==> config.mk <==
export PLATFORM = sky130hd
export DESIGN_NAME = por_reset_sequencer
export DESIGN_NICKNAME = d
export VERILOG_FILES = /design/src/rtl/por_reset_sequencer.sv
export SDC_FILE = /design/constraint.sdc
export NUM_CORES = 1
export LEC_CHECK = 0
export ABC_AREA = 1
export ABC_CLOCK_PERIOD_IN_PS = 2900
export BUFFER_PORTS_ARGS = -buffer_cell sky130_fd_sc_hd__buf_4
export CAP_MARGIN = 20
export CORE_ASPECT_RATIO = 0.5
export CORE_MARGIN = 2
export CORE_UTILIZATION = 58
export CTS_CLUSTER_SIZE = 25
export DETAILED_ROUTE_END_ITERATION = 6
export PLACE_DENSITY = 0.9
export SLEW_MARGIN = 20
export SYNTH_ARGS = -nofsm -noshare
export SYNTH_HDL_FRONTEND = slang
export SYNTH_SLANG_ARGS = --single-unit
==> constraint.sdc <==
create_clock -name clk -period 2.9 [get_ports clk]
set_clock_uncertainty 0.2 [all_clocks]
set_input_delay 0.58 -clock clk [delete_from_list [all_inputs] [get_ports clk]]
set_output_delay 0.58 -clock clk [all_outputs]
set_load 0.1 [all_outputs]
==> src/rtl/por_reset_sequencer.sv <==
// -----------------------------------------------------------------------------
// por_reset_sequencer
// Turns the asynchronous POR core output into a clock-synchronised, staged
// set of domain resets (IO -> core -> peripheral). Re-sequences on PLL lock
// loss, watchdog expiry and software reset request.
//
// Ports:
//   clk          free-running reference clock
//   rst_n        async active-low reset from the POR core cell
//   pll_lock     PLL lock indication, asynchronous to clk
//   sw_rst_req   software reset request (clk-synchronous, honoured in RUN)
//   wdt_expire   watchdog expiry (clk-synchronous, honoured in RUN)
//   rst_sync_n   rst_n with async assert / synchronous deassert
//   io_rst_n     IO domain reset, active-low
//   core_rst_n   core domain reset, active-low
//   periph_rst_n peripheral domain reset, active-low
//   seq_done     high only while in RUN
//   lock_timeout sticky flag: lock wait timed out (cleared only by rst_n)
//   rst_cause    last reset cause: 00 POR, 01 sw, 10 wdt, 11 lock loss
// -----------------------------------------------------------------------------
module por_reset_sequencer #(
  parameter int unsigned SYNC_STAGES  = 2,
  parameter int unsigned STRETCH_CYC  = 1024,
  parameter int unsigned STAGE_GAP    = 16,
  parameter int unsigned SOFT_HOLD    = 32,
  parameter int unsigned LOCK_TIMEOUT = 4096,
  parameter int unsigned CNT_W        = 16
) (
  input  logic       clk,
  input  logic       rst_n,
  input  logic       pll_lock,
  input  logic       sw_rst_req,
  input  logic       wdt_expire,
  output logic       rst_sync_n,
  output logic       io_rst_n,
  output logic       core_rst_n,
  output logic       periph_rst_n,
  output logic       seq_done,
  output logic       lock_timeout,
  output logic [1:0] rst_cause
);

  typedef enum logic [2:0] {
    ST_RESET     = 3'd0,
    ST_WAIT_LOCK = 3'd1,
    ST_STRETCH   = 3'd2,
    ST_IO_UP     = 3'd3,
    ST_CORE_UP   = 3'd4,
    ST_RUN       = 3'd5,
    ST_WDT_HOLD  = 3'd6,
    ST_SW_HOLD   = 3'd7
  } state_t;

  localparam logic [1:0] CAUSE_POR  = 2'b00;
  localparam logic [1:0] CAUSE_SW   = 2'b01;
  localparam logic [1:0] CAUSE_WDT  = 2'b10;
  localparam logic [1:0] CAUSE_LOCK = 2'b11;

  // Terminal counts: the counter starts at 0 on state entry.
  localparam logic [CNT_W-1:0] STRETCH_LAST = CNT_W'(STRETCH_CYC - 1);
  localparam logic [CNT_W-1:0] GAP_LAST     = CNT_W'(STAGE_GAP - 1);
  localparam logic [CNT_W-1:0] HOLD_LAST    = CNT_W'(SOFT_HOLD - 1);
  localparam logic [CNT_W-1:0] LOCK_LAST    = CNT_W'(LOCK_TIMEOUT - 1);

  logic [SYNC_STAGES-1:0] rst_sync_q;
  logic [SYNC_STAGES-1:0] lock_sync_q;
  logic                   lock_s;
  state_t                 state_q;
  state_t                 state_d;
  logic [CNT_W-1:0]       cnt_q;
  logic [1:0]             cause_d;
  logic                   set_timeout_c;
  logic                   lock_lost_c;

  // Reset synchroniser: async clear, ones shifted in after rst_n release.
  always_ff @(posedge clk or negedge rst_n) begin
    if (!rst_n) begin
      rst_sync_q <= '0;
    end else begin
      rst_sync_q <= {rst_sync_q[SYNC_STAGES-2:0], 1'b1};
    end
  end

  assign rst_sync_n = rst_sync_q[SYNC_STAGES-1];

  // PLL lock synchroniser.
  always_ff @(posedge clk or negedge rst_n) begin
    if (!rst_n) begin
      lock_sync_q <= '0;
    end else begin
      lock_sync_q <= {lock_sync_q[SYNC_STAGES-2:0], pll_lock};
    end
  end

  assign lock_s = lock_sync_q[SYNC_STAGES-1];

  // Lock loss only counts while the system is not running unlocked.
  assign lock_lost_c = !lock_s && !lock_timeout;

  // Next-state and cause selection.
  always_comb begin
    state_d       = state_q;
    cause_d       = rst_cause;
    set_timeout_c = 1'b0;
    case (state_q)
      ST_RESET: begin
        if (rst_sync_n) begin
          state_d = ST_WAIT_LOCK;
        end
      end
      ST_WAIT_LOCK: begin
        if (lock_s) begin
          state_d = ST_STRETCH;
        end else if (cnt_q == LOCK_LAST) begin
          state_d       = ST_STRETCH;
          set_timeout_c = 1'b1;
        end
      end
      ST_STRETCH: begin
        if (lock_lost_c) begin
          state_d = ST_WAIT_LOCK;
        end else if (cnt_q == STRETCH_LAST) begin
          state_d = ST_IO_UP;
        end
      end
      ST_IO_UP: begin
        if (cnt_q == GAP_LAST) begin
          state_d = ST_CORE_UP;
        end
      end
      ST_CORE_UP: begin
        if (cnt_q == GAP_LAST) begin
          state_d = ST_RUN;
        end
      end
      ST_RUN: begin
        // Priority: lock loss, then watchdog, then software request.
        if (lock_lost_c) begin
          state_d = ST_WAIT_LOCK;
          cause_d = CAUSE_LOCK;
        end else if (wdt_expire) begin
          state_d = ST_WDT_HOLD;
          cause_d = CAUSE_WDT;
        end else if (sw_rst_req) begin
          state_d = ST_SW_HOLD;
          cause_d = CAUSE_SW;
        end
      end
      ST_WDT_HOLD: begin
        if (cnt_q == HOLD_LAST) begin
          state_d = ST_WAIT_LOCK;
        end
      end
      ST_SW_HOLD: begin
        // IO stays up; only core and peripheral are re-staged.
        if (cnt_q == HOLD_LAST) begin
          state_d = ST_CORE_UP;
        end
      end
      default: begin
        state_d = ST_RESET;
      end
    endcase
  end

  // State, counter and outputs; outputs decode the next state so they
  // switch on the same edge as the state.
  always_ff @(posedge clk or negedge rst_n) begin
    if (!rst_n) begin
      state_q      <= ST_RESET;
      cnt_q        <= '0;
      io_rst_n     <= 1'b0;
      core_rst_n   <= 1'b0;
      periph_rst_n <= 1'b0;
      seq_done     <= 1'b0;
      lock_timeout <= 1'b0;
      rst_cause    <= CAUSE_POR;
    end else begin
      state_q      <= state_d;
      cnt_q        <= (state_d != state_q) ? '0 : cnt_q + CNT_W'(1);
      io_rst_n     <= state_d inside {ST_IO_UP, ST_CORE_UP, ST_RUN, ST_SW_HOLD};
      core_rst_n   <= state_d inside {ST_CORE_UP, ST_RUN};
      periph_rst_n <= (state_d == ST_RUN);
      seq_done     <= (state_d == ST_RUN);
      rst_cause    <= cause_d;
      if (set_timeout_c) begin
        lock_timeout <= 1'b1;
      end
    end
  end

endmodule

-- Yosys cells after proc, flatten, opt, wreduce, memory -nomap -nowiden
Cells that the tools add are included.
W data, S select, Z words.
- word-level logic and storage cells: 54
- flip-flop bits (word level): 29
- add/subtract/negate cells: 1
- equal/unequal tests: 16
- reduce and logical (&&, ||, !) cells: 8
- muxes and demuxes: 20
- operators by type and width (operator ; count):
    $mux W3 ; 12
    $pmux W3 S8 ; 1
    $eq A3 B3 Y1 const B ; 7
    $add A16 B1 Y16 const B ; 1
    $eq A16 B10 Y1 const B ; 1
    $eq A16 B12 Y1 const B ; 1
    $eq A16 B4 Y1 const B ; 1
    $eq A16 B5 Y1 const B ; 1
    $mux W16 ; 1
    $eq A3 B2 Y1 const B ; 3
    $mux W2 ; 3
    $reduce_bool A4 Y1 ; 1
    $eq A3 B1 Y1 const B ; 1
    $logic_not A3 Y1 ; 1
    $mux W1 ; 3
    $ne A3 B3 Y1 ; 1
    $reduce_bool A3 Y1 ; 1
    $logic_not A1 Y1 ; 2
    $reduce_and A2 Y1 ; 1
    $reduce_bool A2 Y1 ; 1
    $logic_and A1 B1 Y1 ; 1

-- Depth between registers and ports, before layout
Gate-level depths: netlist (run 1).
- depth after elaboration: 6
- mapped depth: 14
- depth with buffers taken out: 13

-- Least setup slack after synthesis (run 1)
No wires, ideal clock.
- path type: register to register
- from: reg lock_timeout
- to: reg cnt_q[7]
- slack: 0.542 ns
- clock period less this slack: 2.358 ns
- stages on the path, launching flop included: 11
- data arrival time: 2.089 ns
- library setup time: 0.069 ns
- cells stage by stage: dfrtp_1 nor2_1 nor2_1 nor3_1 and2_1 o21ai_0 nand2_1 nor2_2 nand3_4 buf_6 nor2_2
- cells in the longest elaborated chain, start to end: 6
- ends and longest elaborated chain (what ; RTL line ; RTL):
    start, declared ; 39 ; output logic lock_timeout,
    start signal, assigned ; 176 ; lock_timeout <= 1'b0;
    start signal, assigned ; 187 ; lock_timeout <= 1'b1;
    $logic_not A1 Y1 (*) ; 98 ; assign lock_lost_c = !lock_s && !lock_timeout;
    $logic_and A1 B1 Y1 (*) ; 98 ;
    $mux W3 (on tied branches) ; 138, 120 ;
    $pmux W3 S8 (*) ; 105 ; case (state_q)
    $ne A3 B3 Y1 (*) ; 180 ; cnt_q <= (state_d != state_q) ? '0 : cnt_q + CNT_W'(1);
    $mux W16 (*) ; 180 ;
    end signal, assigned ; 180 ;
    end, declared ; 70 ; logic [CNT_W-1:0] cnt_q;
Mark *: on every way between the ends. The rest lies on a longest branch, timed or not.
A chain may end at the register's enable or synchronous reset.

-- Final worst setup path (run 1)
- from: reg cnt_q[0]
- to: reg cnt_q[1]
- cells in the longest elaborated chain, start to end: 6
- ends and longest elaborated chain (what ; RTL line):
    $eq A16 B10 Y1 or $eq A16 B12 Y1 (tied branches) ; 122, 114
    $mux W3 (on tied branches) ; 122, 114
    $mux W3 (on tied branches) ; 120, 112
    $pmux W3 S8 ; 105
    $ne A3 B3 Y1 ; 180
    $mux W16 (*) ; 180
Marks and branches as above.

==> results of run 1 <==
## stage by stage
stage          power [mW]  hold slack (ns)  area, µm²  setup WS [ns]  util [%]
3_5_place_dp        0.963            0.138       1690          0.592      65.3
4_1_cts              1.32           0.0199       1790          0.579      69.2
6_report             1.32           0.0140       1790          0.579      69.2
3_3_place_gp        0.945            0.132       1690          0.682      65.3
5_1_grt              1.41           0.0293       1790          0.340      69.2
2_1_floorplan       0.891           0.0844       1570          0.542         -
## flip-flops by register name (all words and copies together), names as in the netlist, 2 cells and up
register,cells
cnt_q,16
state_q,3
rst_sync_q,2
rst_cause,2
lock_sync_q,2
## metal layers
layer  part of all wire (%)  GRT usage (%)
met5                      0              0
met4                    2.7           13.4
met3                    5.7           7.27
met2                     47           37.7
met1                     45           26.0
## worst max path at each step
stage / start / to
after CTS: cnt_q[0] / cnt_q[15]
after global placement: cnt_q[0] / cnt_q[15]
final: cnt_q[0] / cnt_q[1]
after floorplan: lock_timeout / cnt_q[7]
after detailed placement: cnt_q[0] / cnt_q[1]
after global routing: cnt_q[0] / cnt_q[0]
## power by group through the flow
| stage | logic (mW) | registers (mW) | clock network (mW) |
|---|---|---|---|
| 2_1_floorplan | 0.364 | 0.526 | 0 |
| 3_3_place_gp | 0.457 | 0.487 | 0 |
| 3_5_place_dp | 0.473 | 0.490 | 0 |
| 4_1_cts | 0.473 | 0.483 | 0.368 |
| 5_1_grt | 0.528 | 0.489 | 0.394 |
| 6_report | 0.474 | 0.485 | 0.360 |
## area by class of cell
cell class / count / area, µm² / share of cell area (%)
clock buffer: 7 / 96.3 / 5.38
inverter: 18 / 67.6 / 3.77
multi-input combinational: 140 / 759 / 42.4
tap: 37 / 46.3 / 2.59
timing repair buffer: 12 / 90.1 / 5.03
clock inverter: 1 / 5.00 / 0.280
sequential: 29 / 726 / 40.5
## cell families after synthesis
| logic type | count (synthesis) |
|---|---|
| other cells | 1 |
| xor+xnor | 12 |
| mux | 1 |
| compound gates | 12 |
| fa+ha+maj | 1 |
| flops | 29 |
| buf+inv | 20 |
| simple gates | 113 |
## synth_stat cells (all sizes together)
cell,count,area share (%)
a21oi,5,1.6
and2,1,0.40
buf,2,1.2
conb,1,0.24
dfrtp,29,46
ha,1,0.80
inv,18,4.3
mux2,1,0.72
nand2,38,10
nand3,14,5.6
nand4,2,0.80
nor2,48,15
nor3,8,3.2
o21ai,5,1.6
o21bai,1,0.48
o31ai,1,0.48
or2,1,0.40
or3,1,0.40
xnor2,5,2.8
xor2,7,3.9
## worst max-delay path: stages (launching register included)
cell	delay, ns
dfrtp_1	0.36
ha_1	0.24
nand4_1	0.17
nor2_1	0.20
nand2_1	0.09
nand2_1	0.08
nand2_1	0.05
nor2_1	0.11
nand3_1	0.13
nand2_1	0.12
nand2_1	0.10
nand3_4	0.26
nor2_1	0.09
==> impl_metrics.py, run 1 <==
metrics = {
    "synth": {
        "yosys.area_share.simple_pct": 35.7,
        "synth_cell_types": 29,
        "synth_fp_nets": 195,
        "synthMuxAreaShare_pct": 0.717,
        "synth_compound_area_share_pct": 4.14,
        "synth_area_um2": 1570,
        "synthXorXnorAreaFrac_pct": 6.69,
        "ys_seq_elements": 29,
        "yosysSeqAreaShare_pct": 46.2,
        "synthAdderAreaFrac_pct": 0.796,
        "synth_top_family_by_area": "simple AND/OR/NAND/NOR gates",
        "avgSynthCellArea_um2": 8.31,
        "ys_warn_count": 0,
        "syn_inst": 189,
    },
    "clock_network": {
        "clk-insertion-delay-late_ns": 0.28,
        "cts_hold_buf": 0,
        "cts_tree": "done",
        "cts_made_buffers": 5,
        "cts.repair.resized": 0,
        "clkTransAtPathRegs_ns": 0.06,
        "cts_root_buf": "clkbuf_8",
        "post_cts_buffers": 0,
        "clock-sinks": 29,
        "h-tree-depth": 2,
        "cts_buffer_depth": 2,
    },
    "floorplan": {
        "core_um2": 2590,
        "ios": 13,
        "chipHeight_um": 40.8,
        "placementRows": 13,
        "start_util_pct": 60.8,
        "die_area_um2": 3170,
        "die_x_um": 77.6,
    },
    "routing": {
        "ant_nets": 0,
        "drc_errors": 0,
        "avgRoutedWirePerCell_um": 12.8,
        "wl_mm": 3.12,
        "drtIter0Drc": 48,
        "first_pass_iters": 4,
        "vias": 1285,
        "via_per_inst": 5.27,
    },
    "grt": {
        "grt_pass1_vias": 1159,
        "grt_start_max_net_pins": 30,
        "grt_antenna_before_repair": 0,
        "overflow": 0,
        "grt_pass1_wl_mm": 5.06,
        "grt_use_total_pct": 22.1,
    },
    "status": {
        "status": "finished, final reports clean",
    },
    "timing": {
        "setup_violations": 0,
        "min_period_over_period_pct": 80.0,
        "tns_ns": 0,
        "final_hold_viol_count": 0,
        "fin_crit_ns": 2.32,
        "maxSlewViolCount": 0,
        "max_freq_mhz": 431,
        "rsz0062_at_grt": "false",
    },
    "worst_setup_path": {
        "critPathLaunchType": "flop",
        "cp.required_ns": 2.86,
        "r2r-start": "cnt_q[0]",
        "cp_max_fo": 16,
        "worstSetupPathType": "reg -> reg",
        "reg2reg_setup_slack_ns": 0.58,
        "worst_r2r_endpoint": "cnt_q[1]",
        "critPathArrivalTime_ns": 2.28,
        "reg2regPathDepth": 12,
        "endpoint_kind": "flop",
    },
    "placement": {
        "post-dp-hpwl_mm": 2.28,
        "dp.cells": 236,
        "portBuffers": 12,
        "gp_congestion": 0.915,
    },
    "pwr": {
        "p_comb_share_pct": 36.0,
        "vdd_ir_drop_max_mv": 0.419,
        "internal-power_mw": 0.771,
        "seqPwrFrac_pct": 36.8,
        "leakagePower_nw": 0.879,
        "power.switching_mw": 0.547,
        "pwr-share-clk_pct": 27.3,
        "p_sw_share_pct": 41.5,
        "p_per_area_nw_per_um2": 736,
    },
    "layout": {
        "layout_commonest_cell": "nand2_1",
        "antenna_cells": 0,
        "final_cell_count_no_fill": 244,
        "drive_above_1_share_pct": 23.2,
        "nFillCells": 188,
        "mostFrequentLayoutCells": "34 x nand2_1, 32 x nor2_1, 29 x dfrtp_1",
        "final_nets": 212,
        "area_delta_synth_final_pct": 13.9,
    },
    "flow_run": {
        "max-cap-violations": 0,
    },
    "min_path": {
        "hold_path.class": "in -> async",
    },
}
Power figures use the tool's default switching activity.
==> inputs of run 2 (changes only) <==
--- a/config.mk
+++ b/config.mk
@@ -6,15 +6,15 @@
 export NUM_CORES = 1
 export LEC_CHECK = 0
 export ABC_AREA = 1
-export ABC_CLOCK_PERIOD_IN_PS = 2900
+export ABC_CLOCK_PERIOD_IN_PS = 2029
 export BUFFER_PORTS_ARGS = -buffer_cell sky130_fd_sc_hd__buf_4
 export CAP_MARGIN = 20
 export CORE_ASPECT_RATIO = 0.5
 export CORE_MARGIN = 2
-export CORE_UTILIZATION = 58
+export CORE_UTILIZATION = 53
 export CTS_CLUSTER_SIZE = 25
 export DETAILED_ROUTE_END_ITERATION = 6
-export PLACE_DENSITY = 0.9
+export PLACE_DENSITY = 0.87
 export SLEW_MARGIN = 20
 export SYNTH_ARGS = -nofsm -noshare
 export SYNTH_HDL_FRONTEND = slang
==> constraint.sdc (replaced) <==
create_clock -name clk -period 2.03 [get_ports clk]
set_clock_uncertainty 0.2 [all_clocks]
set_input_delay 0.406 -clock clk [delete_from_list [all_inputs] [get_ports clk]]
set_output_delay 0.406 -clock clk [all_outputs]
set_load 0.1 [all_outputs]
==> run 2 against run 1 <==
The flow now finishes with violations (setup timing). Critical path depth is 1 lower. Clock-buffer cell count stayed put. Core utilization is 14 points higher. Clock power is 49% higher. Final area is 25% higher.
==> impl_metrics.py, run 2 (synthesis gave the netlist of run 1 again) <==
metrics = {
    "status": {
        "status": "complete, but fails checks",
        "violations": "setup timing",
    },
    "clock_network": {
        "cts_made_buffers": 5,
        "h-tree-depth": 2,
        "clk-insertion-delay-late_ns": 0.29,
        "cts_tree": "done",
        "cts_buffer_depth": 2,
        "cts_root_buf": "clkbuf_8",
        "clock-sinks": 29,
        "clkTransAtPathRegs_ns": 0.06,
    },
    "timing": {
        "max_freq_mhz": 402,
        "layout_setup_ws_ns": -0.455,
        "rsz0062_at_grt": "true",
        "fin_crit_ns": 2.49,
        "min_period_over_period_pct": 122,
        "final_hold_viol_count": 0,
        "maxSlewViolCount": 0,
        "setup_violations": 22,
        "tns_ns": -8.04,
    },
    "grt": {
        "grt_pass1_vias": 1669,
        "grt_start_max_net_pins": 30,
        "overflow": 0,
        "grt_pass1_wl_mm": 8.01,
        "grt_antenna_before_repair": 0,
        "grt_use_total_pct": 32.0,
    },
    "routing": {
        "ant_nets": 0,
        "vias": 1759,
        "via_per_inst": 6.44,
        "first_pass_iters": 7,
        "drc_errors": 0,
        "wl_mm": 6.03,
        "avgRoutedWirePerCell_um": 22.1,
        "drtIter0Drc": 253,
    },
    "pwr": {
        "vdd_ir_drop_max_mv": 0.719,
        "leakagePower_nw": 1.07,
        "pwr-share-clk_pct": 19.3,
        "p_per_area_nw_per_um2": 1240,
        "p_sw_share_pct": 46.6,
        "p_comb_share_pct": 55.2,
        "seqPwrFrac_pct": 25.4,
        "total_power_mw": 2.78,
        "power.switching_mw": 1.29,
        "internal-power_mw": 1.48,
    },
    "flow_run": {
        "max-cap-violations": 0,
    },
    "floorplan": {
        "core_um2": 2700,
        "ios": 13,
        "die_x_um": 81.0,
        "placementRows": 13,
        "chipHeight_um": 42.5,
        "die_area_um2": 3440,
        "start_util_pct": 58.2,
    },
    "layout": {
        "finalInstanceArea_um2": 2240,
        "antenna_cells": 0,
        "drive_above_1_share_pct": 43.6,
        "layout_commonest_cell": "buf_4",
        "reg.largest.list": "cnt_q (16), state_q (3)",
        "final_nets": 241,
        "regMostFlops": "cnt_q",
        "largest_reg_flops": 16,
        "finish.utilization_pct": 82.9,
        "mostFrequentLayoutCells": "38 x buf_4, 27 x dfrtp_1, 26 x nand2_1",
        "area_delta_synth_final_pct": 42.4,
    },
    "worst_setup_path": {
        "critPathLaunchType": "flop",
        "cp.required_ns": 1.99,
        "worst_r2r_endpoint": "cnt_q[15]",
        "worstSetupPathType": "reg -> reg",
        "critPathArrivalTime_ns": 2.45,
        "cp_max_fo": 2,
        "endpoint_kind": "flop",
        "cp-startpoint": "cnt_q[0]",
        "reg2regPathDepth": 11,
        "reg2reg_setup_slack_ns": -0.46,
        "r2r-start": "cnt_q[0]",
        "worstSetupEndpoint": "cnt_q[15]",
    },
    "placement": {
        "gp_congestion": 0.889,
        "dp_slack_ns": -0.153,
        "portBuffers": 12,
        "place_area_um2": 1850,
        "post-dp-hpwl_mm": 2.44,
    },
    "min_path": {
        "hold_path.class": "in -> reg",
    },
}
-- run 2: power by group through the flow --
stage / Sequential (mW) / Combinational, mW / Clock [mW]
after global placement: 0.690 / 0.748 / 0
final: 0.706 / 1.53 / 0.537
after global routing: 0.706 / 1.62 / 0.559
after floorplan: 0.752 / 0.520 / 0
after detailed placement: 0.689 / 0.777 / 0
after CTS: 0.684 / 1.26 / 0.527
-- run 2: how the worst min path moves through the flow --
stage,slack (ns),cells past startpoint,start,endpoint
floorplan,-0.09,0,rst_n,cnt_q[0]
global placement,0.13,0,rst_sync_q[0],rst_sync_q[1]
detailed placement,0.14,0,rst_sync_q[0],rst_sync_q[1]
CTS,0.03,1,pll_lock,lock_sync_q[0]
global route,0.04,1,pll_lock,lock_sync_q[0]
finish,0.04,1,pll_lock,lock_sync_q[0]
-- run 2: what timing repair did --
action	CTS	global route
gates cloned	1	0
gates resized for setup	27	21
endpoints found under the hold margin	29	0
buffers inserted	4	3
setup endpoints to repair	16	22
hold buffers	1	0
pin swaps	8	9
-- run 2: metrics by stage --
step                      std cells  hold slack (ns)
after floorplan                 189          -0.0896
after global placement          257            0.132
after detailed placement        257            0.137
after CTS                       271           0.0265
after global routing            273           0.0355
final                           273           0.0368
-- run 2: critical path, cell delays in order (launching register included) --
cell     delay, ns
dfrtp_1       0.44
buf_4         0.14
buf_4         0.11
nand3_1       0.12
nor2_1        0.20
nand2_1       0.11
nor2_1        0.16
nand2_1       0.11
nor2_1        0.21
nand3_1       0.14
xor2_1        0.35
nor2_4        0.06
-- run 2: area by class of cell --
type,count,area [µm²]
Clock buffer,7,96.3
Multi-Input combinational cell,140,952
Tap cell,37,46.3
Sequential cell,29,728
Fill cell,112,462
Timing Repair Buffer,41,343
Clock inverter,1,5.00
Inverter,18,67.6
-- run 2: routing by layer --
metal,part of all wire (%),vias to the layer above,track usage (%),wire length (µm)
li1,-,688,-,-
met1,37,794,36.5,2210
met2,41,196,50.4,2490
met3,14,81,12.3,817
met4,8.6,0,20.3,517
met5,0,-,0,0
